**config.mk**
```make
export PLATFORM = sky130hd
export DESIGN_NAME = cla_adder_pipe_flat
export DESIGN_NICKNAME = d
export VERILOG_FILES = /design/src/rtl/cla_pkg.sv /design/src/rtl/cla_adder_pipe_if.sv /design/src/rtl/cla_group.sv /design/src/rtl/cla_adder_pipe.sv /design/src/flat_wrapper.sv
export SDC_FILE = /design/constraint.sdc
export NUM_CORES = 1
export LEC_CHECK = 0
export CORE_MARGIN = 5
export CORE_UTILIZATION = 50
export DETAILED_ROUTE_END_ITERATION = 10
export HOLD_SLACK_MARGIN = 0.08
export PLACE_DENSITY = 0.81
export RECOVER_POWER = 100
export SYNTH_ARGS = -nofsm -noshare
export SYNTH_HDL_FRONTEND = slang
export SYNTH_SLANG_ARGS = --single-unit
```
**constraint.sdc**
```tcl
create_clock -name clk -period 7 [get_ports clk]
set_input_delay 1.4 -clock clk [delete_from_list [all_inputs] [get_ports clk]]
set_output_delay 1.4 -clock clk [all_outputs]
set_load 0.005 [all_outputs]
```
**src/rtl/cla_pkg.sv**
```systemverilog
// Shared definitions for the pipelined carry-lookahead adder: op encodings,
// group size limits and the lookahead carry helper used at both levels.
package cla_pkg;

    typedef enum logic [1:0] {
        OP_ADD  = 2'b00,
        OP_ADDC = 2'b01,
        OP_SUB  = 2'b10,
        OP_SUBB = 2'b11
    } op_e;

    localparam int GROUP_MIN = 2;
    localparam int GROUP_MAX = 8;

    // Widest propagate/generate vector the helper accepts (covers bits of a group
    // and groups of a block for any supported configuration).
    localparam int LA_MAX = 64;

    // Carry into position n from propagate/generate terms and carry-in, written as
    // a flat sum of products: g[n-1] | p[n-1]g[n-2] | ... | p[n-1..0]cin.
    // n is always an elaboration constant, so this unrolls into a two-level tree.
    function automatic logic la_carry(input logic [LA_MAX-1:0] p,
                                      input logic [LA_MAX-1:0] g,
                                      input logic              cin,
                                      input int                n);
        logic c;
        logic t;
        c = cin;
        for (int m = 0; m < LA_MAX; m++)
            if (m < n) c = c & p[m];
        for (int j = 0; j < LA_MAX; j++) begin
            if (j < n) begin
                t = g[j];
                for (int m = 0; m < LA_MAX; m++)
                    if (m > j && m < n) t = t & p[m];
                c = c | t;
            end
        end
        return c;
    endfunction

endpackage

```
**src/rtl/cla_adder_pipe_if.sv**
```systemverilog
// Operand/result handshake bundle for cla_adder_pipe. The slave modport is the
// adder's view; the master modport is the upstream/downstream driver's view.
interface cla_adder_pipe_if #(parameter int WIDTH = 16);
    logic             in_valid;
    logic             in_ready;
    logic [1:0]       op;
    logic [WIDTH-1:0] a;
    logic [WIDTH-1:0] b;
    logic             cin;
    logic             out_valid;
    logic             out_ready;
    logic [WIDTH-1:0] sum;
    logic             cout;
    logic             ovf;
    logic             zero;
    logic             grp_p;
    logic             grp_g;

    modport slave (
        input  in_valid, op, a, b, cin, out_ready,
        output in_ready, out_valid, sum, cout, ovf, zero, grp_p, grp_g
    );

    modport master (
        output in_valid, op, a, b, cin, out_ready,
        input  in_ready, out_valid, sum, cout, ovf, zero, grp_p, grp_g
    );
endinterface

```
**src/rtl/cla_group.sv**
```systemverilog
// GROUP-bit lookahead unit: internal carries from the group carry-in, plus the
// group propagate/generate pair consumed by the second-level lookahead.
module cla_group
    import cla_pkg::*;
#(
    parameter int GROUP = 4
) (
    input  logic [GROUP-1:0] i_p,
    input  logic [GROUP-1:0] i_g,
    input  logic             i_cin,
    output logic [GROUP-1:0] o_c,
    output logic             o_gp,
    output logic             o_gg
);

    // Carry into each bit of the group, and the group P/G terms.
    always_comb begin
        o_c = '0;
        for (int i = 0; i < GROUP; i++)
            o_c[i] = la_carry(LA_MAX'(i_p), LA_MAX'(i_g), i_cin, i);
        o_gp = &i_p;
        o_gg = la_carry(LA_MAX'(i_p), LA_MAX'(i_g), 1'b0, GROUP);
    end

endmodule

```
**src/rtl/cla_adder_pipe.sv**
```systemverilog
// Two-stage pipelined carry-lookahead adder/subtractor with valid/ready flow
// control. Stage 1 captures prepared operands; stage 2 captures the result.
module cla_adder_pipe
    import cla_pkg::*;
#(
    parameter int WIDTH = 16,
    parameter int GROUP = 4
) (
    input logic               clk,
    input logic               rst,
    cla_adder_pipe_if.slave   bus
);

    localparam int NG = WIDTH / GROUP;

    generate
        if (GROUP < GROUP_MIN || GROUP > GROUP_MAX || WIDTH < GROUP || (WIDTH % GROUP) != 0
            || NG > LA_MAX) begin : g_bad_param
            $error("cla_adder_pipe: illegal WIDTH/GROUP combination");
        end
    endgenerate

    logic             w_in_ready;
    logic             w_s1_adv;
    logic [WIDTH-1:0] w_beff;
    logic             w_c0;

    logic             r_s1_valid;
    logic [WIDTH-1:0] r_a;
    logic [WIDTH-1:0] r_b;
    logic             r_c0;

    logic [WIDTH-1:0] w_p;
    logic [WIDTH-1:0] w_g;
    logic [NG-1:0]    w_gp;
    logic [NG-1:0]    w_gg;
    logic [NG:0]      w_gc;
    logic [WIDTH:0]   w_c;
    logic [WIDTH-1:0] w_sum;
    logic             w_blk_g;

    logic             r_s2_valid;
    logic [WIDTH-1:0] r_sum;
    logic             r_cout;
    logic             r_ovf;
    logic             r_zero;
    logic             r_grp_p;
    logic             r_grp_g;

    // Stage 1 may load when empty or when its beat moves on; no skid buffer, so
    // in_ready follows out_ready combinationally.
    assign w_s1_adv   = !r_s2_valid || bus.out_ready;
    assign w_in_ready = !r_s1_valid || w_s1_adv;

    // Operand prep: subtraction inverts B and supplies the +1 (or not-borrow) as c0.
    always_comb begin
        w_beff = bus.op[1] ? ~bus.b : bus.b;
        case (bus.op)
            OP_ADD:  w_c0 = 1'b0;
            OP_ADDC: w_c0 = bus.cin;
            OP_SUB:  w_c0 = 1'b1;
            default: w_c0 = bus.cin;
        endcase
    end

    // Stage 1 register: holds while blocked, loads only on a real input transfer.
    always_ff @(posedge clk or posedge rst) begin
        if (rst) begin
            r_s1_valid <= 1'b0;
            r_a        <= '0;
            r_b        <= '0;
            r_c0       <= 1'b0;
        end else if (w_in_ready) begin
            r_s1_valid <= bus.in_valid;
            if (bus.in_valid) begin
                r_a  <= bus.a;
                r_b  <= w_beff;
                r_c0 <= w_c0;
            end
        end
    end

    assign w_p = r_a ^ r_b;
    assign w_g = r_a & r_b;

    // Second-level lookahead: every group carry is a flat function of group P/G
    // and c0, so there is no ripple between groups.
    always_comb begin
        w_gc = '0;
        for (int k = 0; k <= NG; k++)
            w_gc[k] = la_carry(LA_MAX'(w_gp), LA_MAX'(w_gg), r_c0, k);
        w_blk_g = la_carry(LA_MAX'(w_gp), LA_MAX'(w_gg), 1'b0, NG);
    end

    generate
        for (genvar k = 0; k < NG; k++) begin : g_grp
            cla_group #(.GROUP(GROUP)) u_grp (
                .i_p   (w_p[k*GROUP +: GROUP]),
                .i_g   (w_g[k*GROUP +: GROUP]),
                .i_cin (w_gc[k]),
                .o_c   (w_c[k*GROUP +: GROUP]),
                .o_gp  (w_gp[k]),
                .o_gg  (w_gg[k])
            );
        end
    endgenerate

    assign w_c[WIDTH] = w_gc[NG];
    assign w_sum      = w_p ^ w_c[WIDTH-1:0];

    // Stage 2 register: results hold stable under backpressure.
    always_ff @(posedge clk or posedge rst) begin
        if (rst) begin
            r_s2_valid <= 1'b0;
            r_sum      <= '0;
            r_cout     <= 1'b0;
            r_ovf      <= 1'b0;
            r_zero     <= 1'b0;
            r_grp_p    <= 1'b0;
            r_grp_g    <= 1'b0;
        end else if (w_s1_adv) begin
            r_s2_valid <= r_s1_valid;
            if (r_s1_valid) begin
                r_sum   <= w_sum;
                r_cout  <= w_c[WIDTH];
                r_ovf   <= w_c[WIDTH] ^ w_c[WIDTH-1];
                r_zero  <= (w_sum == '0);
                r_grp_p <= &w_gp;
                r_grp_g <= w_blk_g;
            end
        end
    end

    assign bus.in_ready  = w_in_ready;
    assign bus.out_valid = r_s2_valid;
    assign bus.sum       = r_sum;
    assign bus.cout      = r_cout;
    assign bus.ovf       = r_ovf;
    assign bus.zero      = r_zero;
    assign bus.grp_p     = r_grp_p;
    assign bus.grp_g     = r_grp_g;

endmodule

```
**src/flat_wrapper.sv**
```systemverilog
// flat-port wrapper written by rule: the top's interface ports become plain ports
module cla_adder_pipe_flat import cla_pkg::*;
#(
    parameter int WIDTH = 16,
    parameter int GROUP = 4
)
  (clk, rst, bus_in_valid, bus_op, bus_a, bus_b, bus_cin, bus_out_ready, bus_in_ready, bus_out_valid, bus_sum, bus_cout, bus_ovf, bus_zero, bus_grp_p, bus_grp_g);
  cla_adder_pipe_if #(.WIDTH(WIDTH)) bus_i ();
  input logic clk;
  input logic rst;
  input wire logic [$bits(bus_i.in_valid)-1:0] bus_in_valid;
  input wire logic [$bits(bus_i.op)-1:0] bus_op;
  input wire logic [$bits(bus_i.a)-1:0] bus_a;
  input wire logic [$bits(bus_i.b)-1:0] bus_b;
  input wire logic [$bits(bus_i.cin)-1:0] bus_cin;
  input wire logic [$bits(bus_i.out_ready)-1:0] bus_out_ready;
  output wire logic [$bits(bus_i.in_ready)-1:0] bus_in_ready;
  output wire logic [$bits(bus_i.out_valid)-1:0] bus_out_valid;
  output wire logic [$bits(bus_i.sum)-1:0] bus_sum;
  output wire logic [$bits(bus_i.cout)-1:0] bus_cout;
  output wire logic [$bits(bus_i.ovf)-1:0] bus_ovf;
  output wire logic [$bits(bus_i.zero)-1:0] bus_zero;
  output wire logic [$bits(bus_i.grp_p)-1:0] bus_grp_p;
  output wire logic [$bits(bus_i.grp_g)-1:0] bus_grp_g;
  assign bus_i.in_valid = bus_in_valid;
  assign bus_i.op = bus_op;
  assign bus_i.a = bus_a;
  assign bus_i.b = bus_b;
  assign bus_i.cin = bus_cin;
  assign bus_i.out_ready = bus_out_ready;
  assign bus_in_ready = bus_i.in_ready;
  assign bus_out_valid = bus_i.out_valid;
  assign bus_sum = bus_i.sum;
  assign bus_cout = bus_i.cout;
  assign bus_ovf = bus_i.ovf;
  assign bus_zero = bus_i.zero;
  assign bus_grp_p = bus_i.grp_p;
  assign bus_grp_g = bus_i.grp_g;
  cla_adder_pipe #(.WIDTH(WIDTH), .GROUP(GROUP)) u_core (.clk(clk), .rst(rst), .bus(bus_i));
endmodule
```
==> metrics.md <==
| Metric | Value |
|---|---|
| Inserted Diodes | 0 |
| CP Capture Type | output pin |
| Leak pwr | 0.00162 uW |
| Final WL | 5740 um |
| DP Area | 0.00360 sq mm |
| Core Area | about 0.0058 sq mm |
| CP Cell Sequence | dlygate4sd3_1 -> nand3b_1 -> dlygate4sd3_1 |
| Die area | 0.00750 sq mm |
| Peak supply drop | 0.000122 V |
| Inserted Clock Buffers | 5 |
| Syn Area/Cell | 10.5 sq um |
| Filler cell count | 487 |
| Final period util | 59.4% |
| Chip Height | around 87 um |
| Synth Area in XOR/XNOR | 8.06% |
| Port Buf Inserts | 61 |
| Worst setup margin | 2.84 ns |
| Vias in the first global route | 2,120 |
| Hpwl dp | 4430 um |
| F_max | 241 MHz |
| Final instance area | 0.00371 sq mm |
| Final setup viols | 0 |
| Failing checks | max-capacitance violations, max-slew violations |
| Crit path max fanout | 3 |
| Reg clk slew, reported paths | 0.10 ns |
| Synth cell types | 34 |
| Largest net degree at the start of global routing | 57 |
| Largest stage delay, worst path | 0.60 ns |
| First-pass GRT wire length | 9850 um |
| Synth Area in Compound Gates | 12.1% |
| CTS tree | yes |
| Clock Sink Count | 56 |
| Worst min-delay path category | reg -> reg |
| Main flop type after synthesis | dfrtp_1 |
| Gr usage total | 16.6% |
| Slew at the pin closest to its max-slew limit | 2.03 ns |
| RSZ-0062 raised after global routing | no |
| Tmin final | 4.16 ns |
| Maxcap violations | 2 |
| Buffers & Inverters on Critical Path | 2 |
| GP Congestion | roughly 0.85 |
| Setup TNS | 0 ns |
| Endpoints failing hold | 0 |
| Synth Net Count | 342 |
| Clock insertion delay at the later pin of the skew report | 0.31 ns |
| I/O pin cnt | 62 |
| Crit-path most repeated cell | dlygate4sd3_1 |
| Simple-gate share of the synthesized area | 11.7% |
| Largest family of logic cells by synthesized area | compound AO/OA/AOI/OAI gates |
| Max Buffers Root-to-Sink | 2 |
| Setup Fix Bufs, Post-CTS | 0 |
| Via/cell ratio | 5.18 |
| Relative slew margins | -35.7% |
| Post-synth EDFFs | 0 |
| Vias | 2,145 |
| Root buffer cell | clkbuf_8 |
| Area Growth Syn to Fin | 26.5% |
| Clk_skew | 0.0113 ns |
| Register area share after synthesis | a little under half |
| Arrival time of the worst setup path | 2.76 ns |
| Slowest-stage cell, CP | dlygate4sd3_1 |
| CP Class | in -> out |
| FP Rows | 28 |
| Fraction of layout cells with a size suffix above 1 | 7.37% |
| Post_cts resized | 0 |
| Pre-antenna DRT Iters | 4 |
| Async set-reset flop share out of synthesis | 100% |
| Ys Warns | 0 |
| Startpoint types | input pin |
| Gr ovfl total | 0 |
| Outcome | complete, but fails checks |
| Routed len/inst | 13.9 um |
| Final Net Count | 401 |
| Power Density | 294 mW/mm^2 |
| Width of the die | around 87 um |
| Gate Count Post-Synth | roughly 280 |
| Slew Viols, Final | between 100 and 150 |
| DRC violations left | 0 |
| Post-Place Setup Slack | 3.06 ns |
| Initial DRC Count | 141 |
| Synth Area in Adders | 11.3% |
| Req. time, crit path | roughly 5.6 ns |
| Crit-path leading delay family | buffers and inverters |
| Final ANT Viol Nets | 0 |
| Register bit count reported by yosys | 56 |
| Cell area after synthesis | 0.00293 sq mm |
| Post-synthesis mux area share | between 7 and 8% |
| Initial antenna violation count | 0 |
| Hold-fix buffers, CTS | 0 |
| H-tree Lvls | 2 |
| Util after Layout | approximately 64% |
| Starting Density | 50.5% |
| Hold WS | roughly 0.48 ns |
-- through the flow --
step,cells,power [uW]
after floorplan,279,706
after global placement,406,889
after detailed placement,406,909
after CTS,414,1120
after global routing,414,1170
final,414,1090
-- layout by cell type, fill, tap and decap left out, drive strengths merged, types with 2 or more instances in the layout --
master         netlist  routed
a21oi               13      13
clkbuf               6       6
mux2i                3       3
ha                  20      20
o211ai               4       4
nand2               57      57
xor2                 2       2
dfrtp               56      56
nand4                5       5
mux2                16      16
nand2b               3       3
o21a                 5       5
fa                   4       4
clkdlybuf4s50        0      36
o21ai               33      33
inv                  4       4
or2                  2       2
nor2                 4       4
nand3b               2       2
dlygate4sd3          0      25
xnor2               25      25
-- flip-flops by register name, summed over array words and instances, names as in the netlist --
name	cells
u_core.r_a	16
u_core.bus.sum	16
u_core.r_s1_valid	1
u_core.bus.zero	1
u_core.r_b	16
u_core.r_c0	1
u_core.bus.grp_g	1
u_core.bus.ovf	1
u_core.bus.cout	1
u_core.bus.out_valid	1
u_core.bus.grp_p	1
-- cell type report --
type / count / area [sq um] / area share, %
multi-input combinational: 209 / 1480 / 39.8
sequential: 56 / 1400 / 37.8
timing repair buffer: 62 / 614 / 16.6
clock buffer: 5 / 68.8 / 1.85
clock inverter: 3 / 42.5 / 1.15
inverter: 4 / 15.0 / 0.405
tap: 75 / 93.8 / 2.53
-- tightest hold or removal path, delay by kind of cell (launching register included) --
kind,cells,cell delay (ns)
compound gates,1,0.06
flops,1,0.35
simple gates,1,0.04
-- power breakdown --
part	internal, uW	switching, uW
combinational	217	206
clock	106	108
sequential	405	49.7
-- synthesized netlist by cell type (all sizes together) (2+ instances only) --
cell | number | area (sq um)
o21ai | 33 | 165
or2 | 2 | 12.5
clkbuf | 6 | 22.5
ha | 20 | 250
o211ai | 4 | 35.0
mux2i | 3 | 30.0
o21a | 5 | 37.5
nand2b | 3 | 18.8
nand4 | 5 | 31.3
xnor2 | 25 | 219
inv | 4 | 15.0
nand3b | 2 | 15.0
dfrtp | 56 | 1400
nand2 | 57 | 214
xor2 | 2 | 17.5
nor2 | 4 | 15.0
fa | 4 | 80.1
buf | 4 | 20.0
a21oi | 13 | 68.8
mux2 | 16 | 180
-- path summary, 6_finish.rpt --
path,slack [ns],startpoint,endpoint,depth (start not counted)
setup / recovery,2.84,bus_out_ready,bus_in_ready,3
hold / removal,0.48,u_core.bus.sum[14],u_core.bus.sum[14],2
setup reg to reg,3.57,u_core.r_a[1],u_core.bus.zero,11
hold reg to reg,0.48,u_core.bus.sum[14],u_core.bus.sum[14],2
max in group asynchronous,3.62,rst,u_core.r_a[13],2
min in group asynchronous,2.19,rst,u_core.r_a[5],2
-- cells by family (layout without fill, tap and decap cells) --
logic type / Yosys count / after routing
simple gates: 78 / 78
compound gates: 61 / 61
flops: 56 / 56
xor+xnor: 27 / 27
fa+ha+maj: 24 / 24
mux: 19 / 19
buf+inv: 14 / 74
-- metal layers --
metal | up-vias | routed length [um] | global-route usage [%]
met1 | 1007 | 2680 | 23.2
met2 | 52 | 2680 | 25.9
met4 | 0 | 79 | 4.67
met5 | - | 0 | 0
met3 | 8 | 298 | 4.09
li1 | 1078 | - | -
(Power assumes the default switching activity.)
